**config.mk**
```make
export PLATFORM = sky130hd
export DESIGN_NAME = fwd_ctrl
export DESIGN_NICKNAME = d
export VERILOG_FILES = /design/src/rtl/fwd_pkg.sv /design/src/rtl/fwd_stage_reg.sv /design/src/rtl/fwd_ctrl.sv
export SDC_FILE = /design/constraint.sdc
export NUM_CORES = 1
export LEC_CHECK = 0
export CORE_MARGIN = 1.5
export CORE_UTILIZATION = 35
export DETAILED_ROUTE_END_ITERATION = 8
export PLACE_DENSITY = 0.69
export SLEW_MARGIN = 5
export SYNTH_ARGS = -nofsm -noshare
export SYNTH_HDL_FRONTEND = slang
export SYNTH_SLANG_ARGS = --single-unit
```
**constraint.sdc**
```tcl
create_clock -name i_clk -period 2.3 [get_ports i_clk]
set_clock_uncertainty 0.1 [all_clocks]
set_input_delay 0.345 -clock i_clk [delete_from_list [all_inputs] [get_ports i_clk]]
set_output_delay 0.345 -clock i_clk [all_outputs]
set_load 0.02 [all_outputs]
```
**src/rtl/fwd_pkg.sv**
```systemverilog
// Shared types for the EX-stage forwarding / load-use hazard controller:
// the 3:1 operand-mux select encoding and the per-stage pipeline record.
package fwd_pkg;

    // Widest register index the stage record can hold; narrower REG_W values
    // are zero-extended into it so index compares stay exact.
    localparam int FWD_IDX_W = 8;

    typedef logic [FWD_IDX_W-1:0] fwd_idx_t;

    // Encoding matches the sel input of the existing 32-bit mux3_1.
    typedef enum logic [1:0] {
        FWD_RF  = 2'b00,
        FWD_MEM = 2'b01,
        FWD_WB  = 2'b10
    } fwd_sel_e;

    typedef struct packed {
        logic     valid;
        fwd_idx_t rs1;
        fwd_idx_t rs2;
        fwd_idx_t rd;
        logic     regwr;
        logic     memrd;
    } fwd_stage_t;

    localparam fwd_idx_t   FWD_IDX_ZERO = {FWD_IDX_W{1'b0}};
    localparam fwd_stage_t FWD_BUBBLE   = '{
        valid: 1'b0,
        rs1:   {FWD_IDX_W{1'b0}},
        rs2:   {FWD_IDX_W{1'b0}},
        rd:    {FWD_IDX_W{1'b0}},
        regwr: 1'b0,
        memrd: 1'b0
    };

    // A stage can supply a source operand when it holds a live instruction
    // that writes a nonzero register equal to that source.
    function automatic logic fwd_hit(input fwd_stage_t stg, input fwd_idx_t src);
        logic hit;
        if (stg.valid && stg.regwr && (stg.rd != FWD_IDX_ZERO) && (stg.rd == src)) begin
            hit = 1'b1;
        end else begin
            hit = 1'b0;
        end
        return hit;
    endfunction

    // Youngest producer wins: MEM is checked before WB.
    function automatic fwd_sel_e fwd_pick(input fwd_stage_t mem, input fwd_stage_t wb,
                                          input fwd_idx_t src);
        fwd_sel_e sel;
        if (fwd_hit(mem, src)) begin
            sel = FWD_MEM;
        end else if (fwd_hit(wb, src)) begin
            sel = FWD_WB;
        end else begin
            sel = FWD_RF;
        end
        return sel;
    endfunction

endpackage

```
**src/rtl/fwd_stage_reg.sv**
```systemverilog
// One pipeline stage record with synchronous reset and a bubble-load input
// that replaces the incoming instruction with an empty slot.
module fwd_stage_reg
    import fwd_pkg::*;
(
    input  logic       i_clk,
    input  logic       i_rst,
    input  logic       i_bubble,
    input  fwd_stage_t i_d,
    output fwd_stage_t o_q
);

    fwd_stage_t r_q;

    // Stage register: reset and bubble both load an empty slot.
    always_ff @(posedge i_clk) begin
        if (i_rst) begin
            r_q <= FWD_BUBBLE;
        end else if (i_bubble) begin
            r_q <= FWD_BUBBLE;
        end else begin
            r_q <= i_d;
        end
    end

    assign o_q = r_q;

endmodule

```
**src/rtl/fwd_ctrl.sv**
```systemverilog
// Forwarding and load-use hazard controller for a 5-stage in-order pipeline.
// Tracks EX/MEM/WB instruction records, selects operand-mux sources from the
// registered stages and stalls decode for one cycle behind a load.
module fwd_ctrl
    import fwd_pkg::*;
#(
    parameter int REG_W = 5
) (
    input  logic             i_clk,
    input  logic             i_rst,
    input  logic             i_id_valid,
    input  logic [REG_W-1:0] i_id_rs1,
    input  logic [REG_W-1:0] i_id_rs2,
    input  logic [REG_W-1:0] i_id_rd,
    input  logic             i_id_regwr,
    input  logic             i_id_memrd,
    input  logic             i_flush,
    output logic [1:0]       o_fwd_a_sel,
    output logic [1:0]       o_fwd_b_sel,
    output logic             o_stall,
    output logic [REG_W-1:0] o_wb_rd,
    output logic             o_wb_regwr
);

    fwd_stage_t w_id_stage;
    fwd_stage_t r_ex;
    fwd_stage_t r_mem;
    fwd_stage_t r_wb;
    logic       w_load_use;
    logic       w_stall;
    logic       w_ex_bubble;
    fwd_sel_e   w_a_sel;
    fwd_sel_e   w_b_sel;

    // Pack decode-stage fields into a stage record, zero-extending indices.
    always_comb begin
        w_id_stage                 = FWD_BUBBLE;
        w_id_stage.valid           = i_id_valid;
        w_id_stage.rs1[REG_W-1:0]  = i_id_rs1;
        w_id_stage.rs2[REG_W-1:0]  = i_id_rs2;
        w_id_stage.rd[REG_W-1:0]   = i_id_rd;
        w_id_stage.regwr           = i_id_regwr;
        w_id_stage.memrd           = i_id_memrd;
    end

    // Load in EX whose result a decode-stage source needs: data arrives too late.
    always_comb begin
        w_load_use = 1'b0;
        if (r_ex.valid && r_ex.memrd && (r_ex.rd != FWD_IDX_ZERO) && i_id_valid &&
            ((r_ex.rd == w_id_stage.rs1) || (r_ex.rd == w_id_stage.rs2))) begin
            w_load_use = 1'b1;
        end else begin
            w_load_use = 1'b0;
        end
    end

    // A flush squashes the consumer anyway, so it overrides the stall.
    assign w_stall     = w_load_use & ~i_flush;
    assign w_ex_bubble = i_flush | w_stall | ~i_id_valid;

    fwd_stage_reg u_ex (
        .i_clk    (i_clk),
        .i_rst    (i_rst),
        .i_bubble (w_ex_bubble),
        .i_d      (w_id_stage),
        .o_q      (r_ex)
    );

    fwd_stage_reg u_mem (
        .i_clk    (i_clk),
        .i_rst    (i_rst),
        .i_bubble (1'b0),
        .i_d      (r_ex),
        .o_q      (r_mem)
    );

    fwd_stage_reg u_wb (
        .i_clk    (i_clk),
        .i_rst    (i_rst),
        .i_bubble (1'b0),
        .i_d      (r_mem),
        .o_q      (r_wb)
    );

    // Operand selects depend only on registered stage state.
    always_comb begin
        w_a_sel = fwd_pick(r_mem, r_wb, r_ex.rs1);
        w_b_sel = fwd_pick(r_mem, r_wb, r_ex.rs2);
    end

    assign o_fwd_a_sel = w_a_sel;
    assign o_fwd_b_sel = w_b_sel;
    assign o_stall     = w_stall;
    assign o_wb_rd     = r_wb.rd[REG_W-1:0];
    assign o_wb_regwr  = r_wb.valid & r_wb.regwr;

endmodule
```
==> impl_metrics.tcl, run 1 <==
set metrics [dict create \
    worstPathArrival_ps 1850 \
    irDropWorstVdd_uv 298 \
    hold_ws_ps 340 \
    grt_setup_unrepaired "true" \
    post-place-ws_ps -223 \
    setup_slack_ps 7.32 \
    die_h_um 66.5 \
    synth.avg_cell_area_sq_um 9.66 \
    p_per_area_mw_per_mm2 566 \
    grt_overflow_total 0 \
    hold_viol_final 0 \
    drive_gt1_share_pct 20.9 \
    track_usage_pct 15.7 \
    antenna_found_initial 0 \
    root_buffer "clkbuf_8" \
    tns_ps 0 \
    fmax_mhz 436 \
    via_per_inst 4.71 \
    crit_fanout 3 \
    wl_per_cell_um 13.0 \
    start_kind "register" \
    worstPathRequired_ps 1860 \
    final.period_utilization_pct 99.7 \
    placementRows 22 \
    dieArea_sq_mm 0.00442 \
    io_pins 32 \
    drtPass1Iterations 4 \
    total_power_mw 1.13 \
    vias 1125 \
    max-slew-margin-rel_pct 79.3 \
    grt_pass1_wl_um 5020 \
    cts_buffer_depth 2 \
    hold_class "reg -> reg" \
    cts_buffers 5 \
    hpwlAfterDp_um 2400 \
    grt_pass1_vias 1153 \
    netlist_instances 146 \
    p_leak_nw 0.831 \
    synth_seq_area_share_pct 45.4 \
    cts_tree "yes" \
    path_class "reg -> out" \
    routabilityCongestion 0.882 \
    report.final.slew_viol_count 0 \
    end_kind "output port" \
    port-buffer-count 31 \
    finalCriticalPeriod_ps 2290 \
    drt_iter0_markers 18 \
    area_growth_pct 42.0 \
    tightestPinTransition_ps 309 \
    drc 0 \
    nets 211 \
    cts.sinks 32 \
    clk_pin_slew_ps 60 \
    worst_skew_pair.late_latency_ps 280 \
    synth_area_sq_mm 0.00141 \
    status "complete, no violations" \
    yosysWarnings 0 \
    setup_viol 0 \
    htree_levels 2 \
    syn_nets 167 \
    synth.distinct_cells 20 \
    diodes 0 \
    ys_ff_latch 32 \
    coreArea_sq_mm 0.00377 \
    max_cap_violations 0 \
    die_w_um 66.5 \
    route.antenna.remaining_nets 0 \
    nFillCells 325 \
    initial_core_util_pct 37.4 \
    grt_max_degree 19 \
    detail_route.wirelength_um 3120 \
    hold_buffers 0 \
]
==> cell usage in the layout, fill, tap and decap left out <==
cell type / count
and3b_1: 1
clkdlybuf4s50_1: 26
buf_4: 16
buf_2: 2
xor2_2: 1
nor3_1: 1
xnor2_1: 16
dfxtp_1: 30
xor2_1: 13
nor2b_1: 14
o21ai_2: 1
clkbuf_1: 2
clkbuf_8: 6
nor4_4: 4
dfxtp_2: 1
nor2_1: 2
and2_1: 1
inv_1: 7
a21oi_1: 12
dfxtp_4: 1
o22ai_2: 1
o211ai_4: 1
a211oi_1: 7
nand2_1: 3
clkdlybuf4s15_1: 1
nand3_1: 15
buf_6: 2
or4_4: 4
==> logic make-up (layout without fill, tap and decap cells) <==
logic type,count (synthesis),in the layout,share of synthesized area [%]
compound gates,22,22,10.1
flops,32,32,45.4
buf+inv,17,62,5.86
simple gates,45,45,20.0
xor+xnor,30,30,18.6
==> synthesized netlist by cell type <==
master	number	share of area [%]
dfxtp_1	32	45
xnor2_1	16	9.9
nand3_1	15	5.3
nor2b_1	14	6.2
xor2_1	14	8.7
a21oi_1	12	4.3
a211oi_1	7	3.7
inv_1	7	1.9
buf_4	5	2.7
clkbuf_1	5	1.3
nor4_2	4	3.5
or4_1	4	2.1
nand2_1	3	0.80
nor2_1	2	0.53
and2_1	1	0.44
and3b_1	1	0.62
nor3_1	1	0.35
o211ai_2	1	0.89
o21ai_1	1	0.35
o22ai_2	1	0.89
==> power breakdown <==
| part | total [mW] | leakage, nW | switching (mW) | internal, mW |
|---|---|---|---|---|
| Combinational | 0.120 | 0.524 | 0.0526 | 0.0677 |
| Clock | 0.435 | 0.0455 | 0.191 | 0.244 |
| Sequential | 0.577 | 0.261 | 0.0116 | 0.566 |
| Total | 1.13 | 0.831 | 0.256 | 0.877 |
==> registers in the layout, indices dropped and copies added, names as in the netlist <==
name	count
u_ex.o_q	18
u_wb.o_q	7
u_mem.o_q	7
==> area by class of cell <==
class	count	area, sq um	area share (%)
flip-flops and latches	32	646	32.2
multi-input cells	97	757	37.8
inverters	7	26.3	1.31
repair buffers	47	423	21.1
clock buffers	8	90.1	4.50
well taps	48	60.1	3.00
==> worst max-delay path, stage by stage (launching register included) <==
cell and delay [ps]:
dfxtp_2 330, buf_6 120, xor2_2 140, or4_4 530, nor4_4 270, buf_4 170
==> repair_timing <==
action,4_1_cts,5_1_grt
resized for setup,20,18
pin swaps,1,4
buffers inserted,0,0
endpoints found under the setup margin,5,5
==> metal layers <==
layer	up-vias	part of all wire (%)	global-route usage, %
met5	-	0	0
met4	0	1.7	6.63
met3	4	6.1	5.24
met2	40	52	29.4
met1	504	41	15.7
li1	577	-	-
==> final timing paths <==
kind / endpoint / slack [ps] / start / depth (start not counted)
setup / recovery: o_fwd_b_sel[1] / 7 / u_wb.o_q[3] / 5
hold reg to reg: u_mem.o_q[1] / 340 / u_ex.o_q[1] / 1
hold / removal: u_mem.o_q[1] / 340 / u_ex.o_q[1] / 1
setup reg to reg: u_ex.o_q[2] / 860 / u_ex.o_q[2] / 5
==> stage by stage <==
step	cells	instance area, sq um	util, %
after CTS	239	1950	51.6
after detailed placement	231	1840	48.9
after global routing	239	2000	53.1
final	239	2000	53.1
after floorplan	146	1410	-
after global placement	231	1840	48.9
No activity file was read; power rests on OpenSTA's default activity.
==> inputs of run 2 (changes only) <==
Settings changed: CORE_MARGIN 1.5 to 8.
==> impl_metrics.tcl, run 2 (synthesis results as in run 1) <==
set metrics [dict create \
    status "complete, but fails checks" \
    violations "setup timing" \
    root_buffer "clkbuf_8" \
    place_inst 232 \
    vias 1118 \
    mostFrequentLayoutCells "dfxtp_1 (29), clkdlybuf4s50_1 (26), buf_4 (18)" \
    initial_core_util_pct 35.8 \
    placed_area_sq_mm 0.00184 \
    port-buffer-count 31 \
    coreArea_sq_mm 0.00394 \
    finalCriticalPeriod_ps 2310 \
    detail_route.wirelength_um 3240 \
    tightestPinTransition_ps 313 \
    htree_levels 2 \
    grt_pass1_wl_um 5210 \
    largest_reg_flops 18 \
    report.final.slew_viol_count 0 \
    setup_slack_ps -11.3 \
    grt_max_degree 19 \
    stdcell_count 243 \
    max-slew-margin-rel_pct 79.1 \
    hold_viol_final 0 \
    cts_buffer_depth 2 \
    nets 213 \
    crit_fanout 2 \
    post-place-ws_ps -244 \
    total_power_mw 1.14 \
    max_cap_violations 0 \
    clk_pin_slew_ps 70 \
    fin_util_pct 51.3 \
    hold_buffers 0 \
    drc 0 \
    placementRows 23 \
    cts_tree "yes" \
    drtPass1Iterations 2 \
    p_per_area_mw_per_mm2 564 \
    irDropWorstVdd_uv 379 \
    routabilityCongestion 0.953 \
    fmax_mhz 433 \
    die_w_um 79.5 \
    worst_skew_pair.late_latency_ps 280 \
    drive_gt1_share_pct 23.3 \
    io_pins 32 \
    track_usage_pct 10.5 \
    worstPathRequired_ps 1860 \
    antenna_found_initial 0 \
    grt_overflow_total 0 \
    final.period_utilization_pct 100 \
    final_common_cell "dfxtp_1" \
    tns_ps -11.3 \
    die_h_um 79.5 \
    hpwlAfterDp_um 2510 \
    wl_per_cell_um 13.3 \
    grt_pass1_vias 1190 \
    hold_class "reg -> reg" \
    end_kind "output port" \
    p_leak_nw 0.848 \
    area_growth_pct 43.4 \
    grt_setup_unrepaired "true" \
    cts_buffers 5 \
    drt_iter0_markers 28 \
    cts.sinks 32 \
    via_per_inst 4.60 \
    route.antenna.remaining_nets 0 \
    design_area_sq_mm 0.00202 \
    hold_ws_ps 343 \
    dieArea_sq_mm 0.00632 \
    worstPathArrival_ps 1870 \
    start_kind "register" \
    diodes 0 \
    setup_viol 1 \
    path_class "reg -> out" \
]
## run 2: changes by cell type in the layout (fill, tap and decap cells not counted), sizes merged
cell / change
buf: +2
clkinv: +2
clkbuf: -1
clkdlybuf4s15: -1
## run 2: worst paths after layout
check / start / endpoint / slack, ps / cells after the start
max: u_wb.o_q[3] / o_fwd_a_sel[1] / -10 / 6
min: u_ex.o_q[1] / u_mem.o_q[1] / 340 / 1
max reg2reg: u_ex.o_q[4] / u_ex.o_q[6] / 880 / 5
min reg2reg: u_ex.o_q[1] / u_mem.o_q[1] / 340 / 1
## run 2: area by class of cell
| type | count | area [sq um] |
|---|---|---|
| clock inverters | 2 | 10.0 |
| repair buffers | 49 | 439 |
| multi-input cells | 97 | 757 |
| well taps | 50 | 62.6 |
| inverters | 7 | 26.3 |
| fillers | 362 | 1920 |
| flip-flops and latches | 32 | 644 |
| clock buffers | 6 | 82.6 |
## run 2: where the power goes
part	internal, mW	switching [mW]
clock	0.238	0.205
combinational	0.0684	0.0519
sequential	0.567	0.0113
total	0.873	0.268
## run 2: critical path, cell delays in order (launching register included)
cell	delay (ps)
dfxtp_2	330
buf_6	90
or4_4	120
o21ai_4	50
or4_4	550
nor4_4	270
buf_4	170
## run 2: layer usage
| layer | vias up | track usage, % | wire length [um] |
|---|---|---|---|
| met5 | - | 0 | 0 |
| met1 | 492 | 10.8 | 1320 |
| met2 | 36 | 17.2 | 1560 |
| met3 | 9 | 5.41 | 273 |
| met4 | 0 | 5.19 | 81 |
| li1 | 581 | - | - |
## run 2: repair_timing
action                                  in CTS  in global routing
endpoints found under the setup margin       5                  4
gates resized for setup                     26                 15
pin swaps                                    3                  5
setup buffers                                2                  2
cloned                                       0                  0
==> inputs of run 3 (changes only) <==
Settings changed: CORE_MARGIN 8 to 2.
Clock period 2.3 ns to 2.8 ns, I/O delays scaled along.
==> impl_metrics.tcl, run 3 (synthesis results as in run 1) <==
set metrics [dict create \
    status "complete, no violations" \
    wl_per_cell_um 12.6 \
    design_area_sq_mm 0.00187 \
    drt_iter0_markers 17 \
    cts_buffers 5 \
    end_kind "output port" \
    irDropWorstVdd_uv 241 \
    post_cts_buffers 0 \
    drtPass1Iterations 4 \
    tns_ps 0 \
    fmax_mhz 375 \
    p_per_area_mw_per_mm2 529 \
    stdcell_count 230 \
    grt_max_degree 19 \
    worst_skew_pair.late_latency_ps 280 \
    via_per_inst 4.66 \
    area_growth_pct 32.6 \
    finalCriticalPeriod_ps 2670 \
    io_pins 32 \
    mostFrequentLayoutCells "dfxtp_1 (32), clkdlybuf4s50_1 (29), xnor2_1 (16)" \
    max-slew-margin-rel_pct 79.4 \
    initial_core_util_pct 35.8 \
    cts.sinks 32 \
    nFillCells 368 \
    hold_class "reg -> reg" \
    htree_levels 2 \
    start_kind "primary input" \
    grt_pass1_vias 1108 \
    root_buffer "clkbuf_8" \
    hpwlAfterDp_um 2280 \
    drc 0 \
    place_inst 222 \
    fin_util_pct 47.4 \
    detail_route.wirelength_um 2900 \
    largest_reg_flops 18 \
    cts_tree "yes" \
    placementRows 23 \
    clk_pin_slew_ps 60 \
    multi_input_area_sq_um 687 \
    dieArea_sq_mm 0.00455 \
    final_common_cell "dfxtp_1" \
    placed_area_sq_mm 0.00176 \
    coreArea_sq_mm 0.00394 \
    die_h_um 67.5 \
    seqCellArea_sq_um 641 \
    nets 200 \
    path_class "in -> out" \
    hold_viol_final 0 \
    grt_pass1_wl_um 4810 \
    vias 1071 \
    final.period_utilization_pct 95.3 \
    drive_gt1_share_pct 10.0 \
    die_w_um 67.5 \
    worstPathRequired_ps 2280 \
    routabilityCongestion 0.956 \
    setup_viol 0 \
    route.antenna.remaining_nets 0 \
    tightestPinTransition_ps 307 \
    diodes 0 \
    max_cap_violations 0 \
    antenna_found_initial 0 \
    track_usage_pct 14.3 \
    port-buffer-count 31 \
    grt_overflow_total 0 \
    worstPathArrival_ps 2150 \
    report.final.slew_viol_count 0 \
    cts_buffer_depth 2 \
    p_leak_nw 0.786 \
    crit_fanout 2 \
    grt_setup_unrepaired "false" \
]
==> run 3: timing repair <==
item	CTS	global route
resized for setup	2	0
hold endpoints to repair	0	0
hold buffers	0	0
setup endpoints to repair	2	0
==> run 3: critical path, stage by stage <==
cell and delay [ps]:
clkdlybuf4s50_1 520, xnor2_1 130, nand3_1 110, o22ai_2 180, and3b_1 180, clkdlybuf4s50_1 600
==> run 3: final timing paths <==
kind | end | start | slack [ps] | cells after the start
max reg2reg | u_ex.o_q[3] | u_ex.o_q[4] | 1380 | 5
min reg2reg | u_mem.o_q[1] | u_ex.o_q[1] | 340 | 1
max | o_stall | i_id_rs1[2] | 130 | 6
min | u_mem.o_q[1] | u_ex.o_q[1] | 340 | 1
==> run 3: per-layer routing <==
layer	up-vias	GRT usage, %	part of all wire [%]
li1	553	-	-
met1	479	15.5	44
met2	34	25.9	49
met3	5	3.50	4.8
met4	0	6.63	1.8
met5	-	0	0
==> run 3: layout make-up <==
cell class	count	share of cell area (%)
clock buffers	6	3.88
repair buffers	36	18.5
flip-flops and latches	32	34.3
inverters	7	1.41
multi-input cells	97	36.7
well taps	50	3.35
clock inverters	2	1.87
==> run 3: report_power, final <==
group          leakage (nW)  total, mW  switching [mW]  internal, mW
clock network        0.0552      0.424           0.161         0.264
registers             0.260      0.476          0.0101         0.465
logic                 0.471     0.0886          0.0369        0.0517
==> run 3: per-stage QoR <==
step | power (mW) | hold slack, ps | worst slack [ps]
after detailed placement | 0.575 | 326 | 135
after global placement | 0.572 | 325 | 142
final | 0.988 | 340 | 133
after floorplan | 0.528 | 314 | 586
after global routing | 1.03 | 367 | 19.5
after CTS | 1.01 | 346 | 134
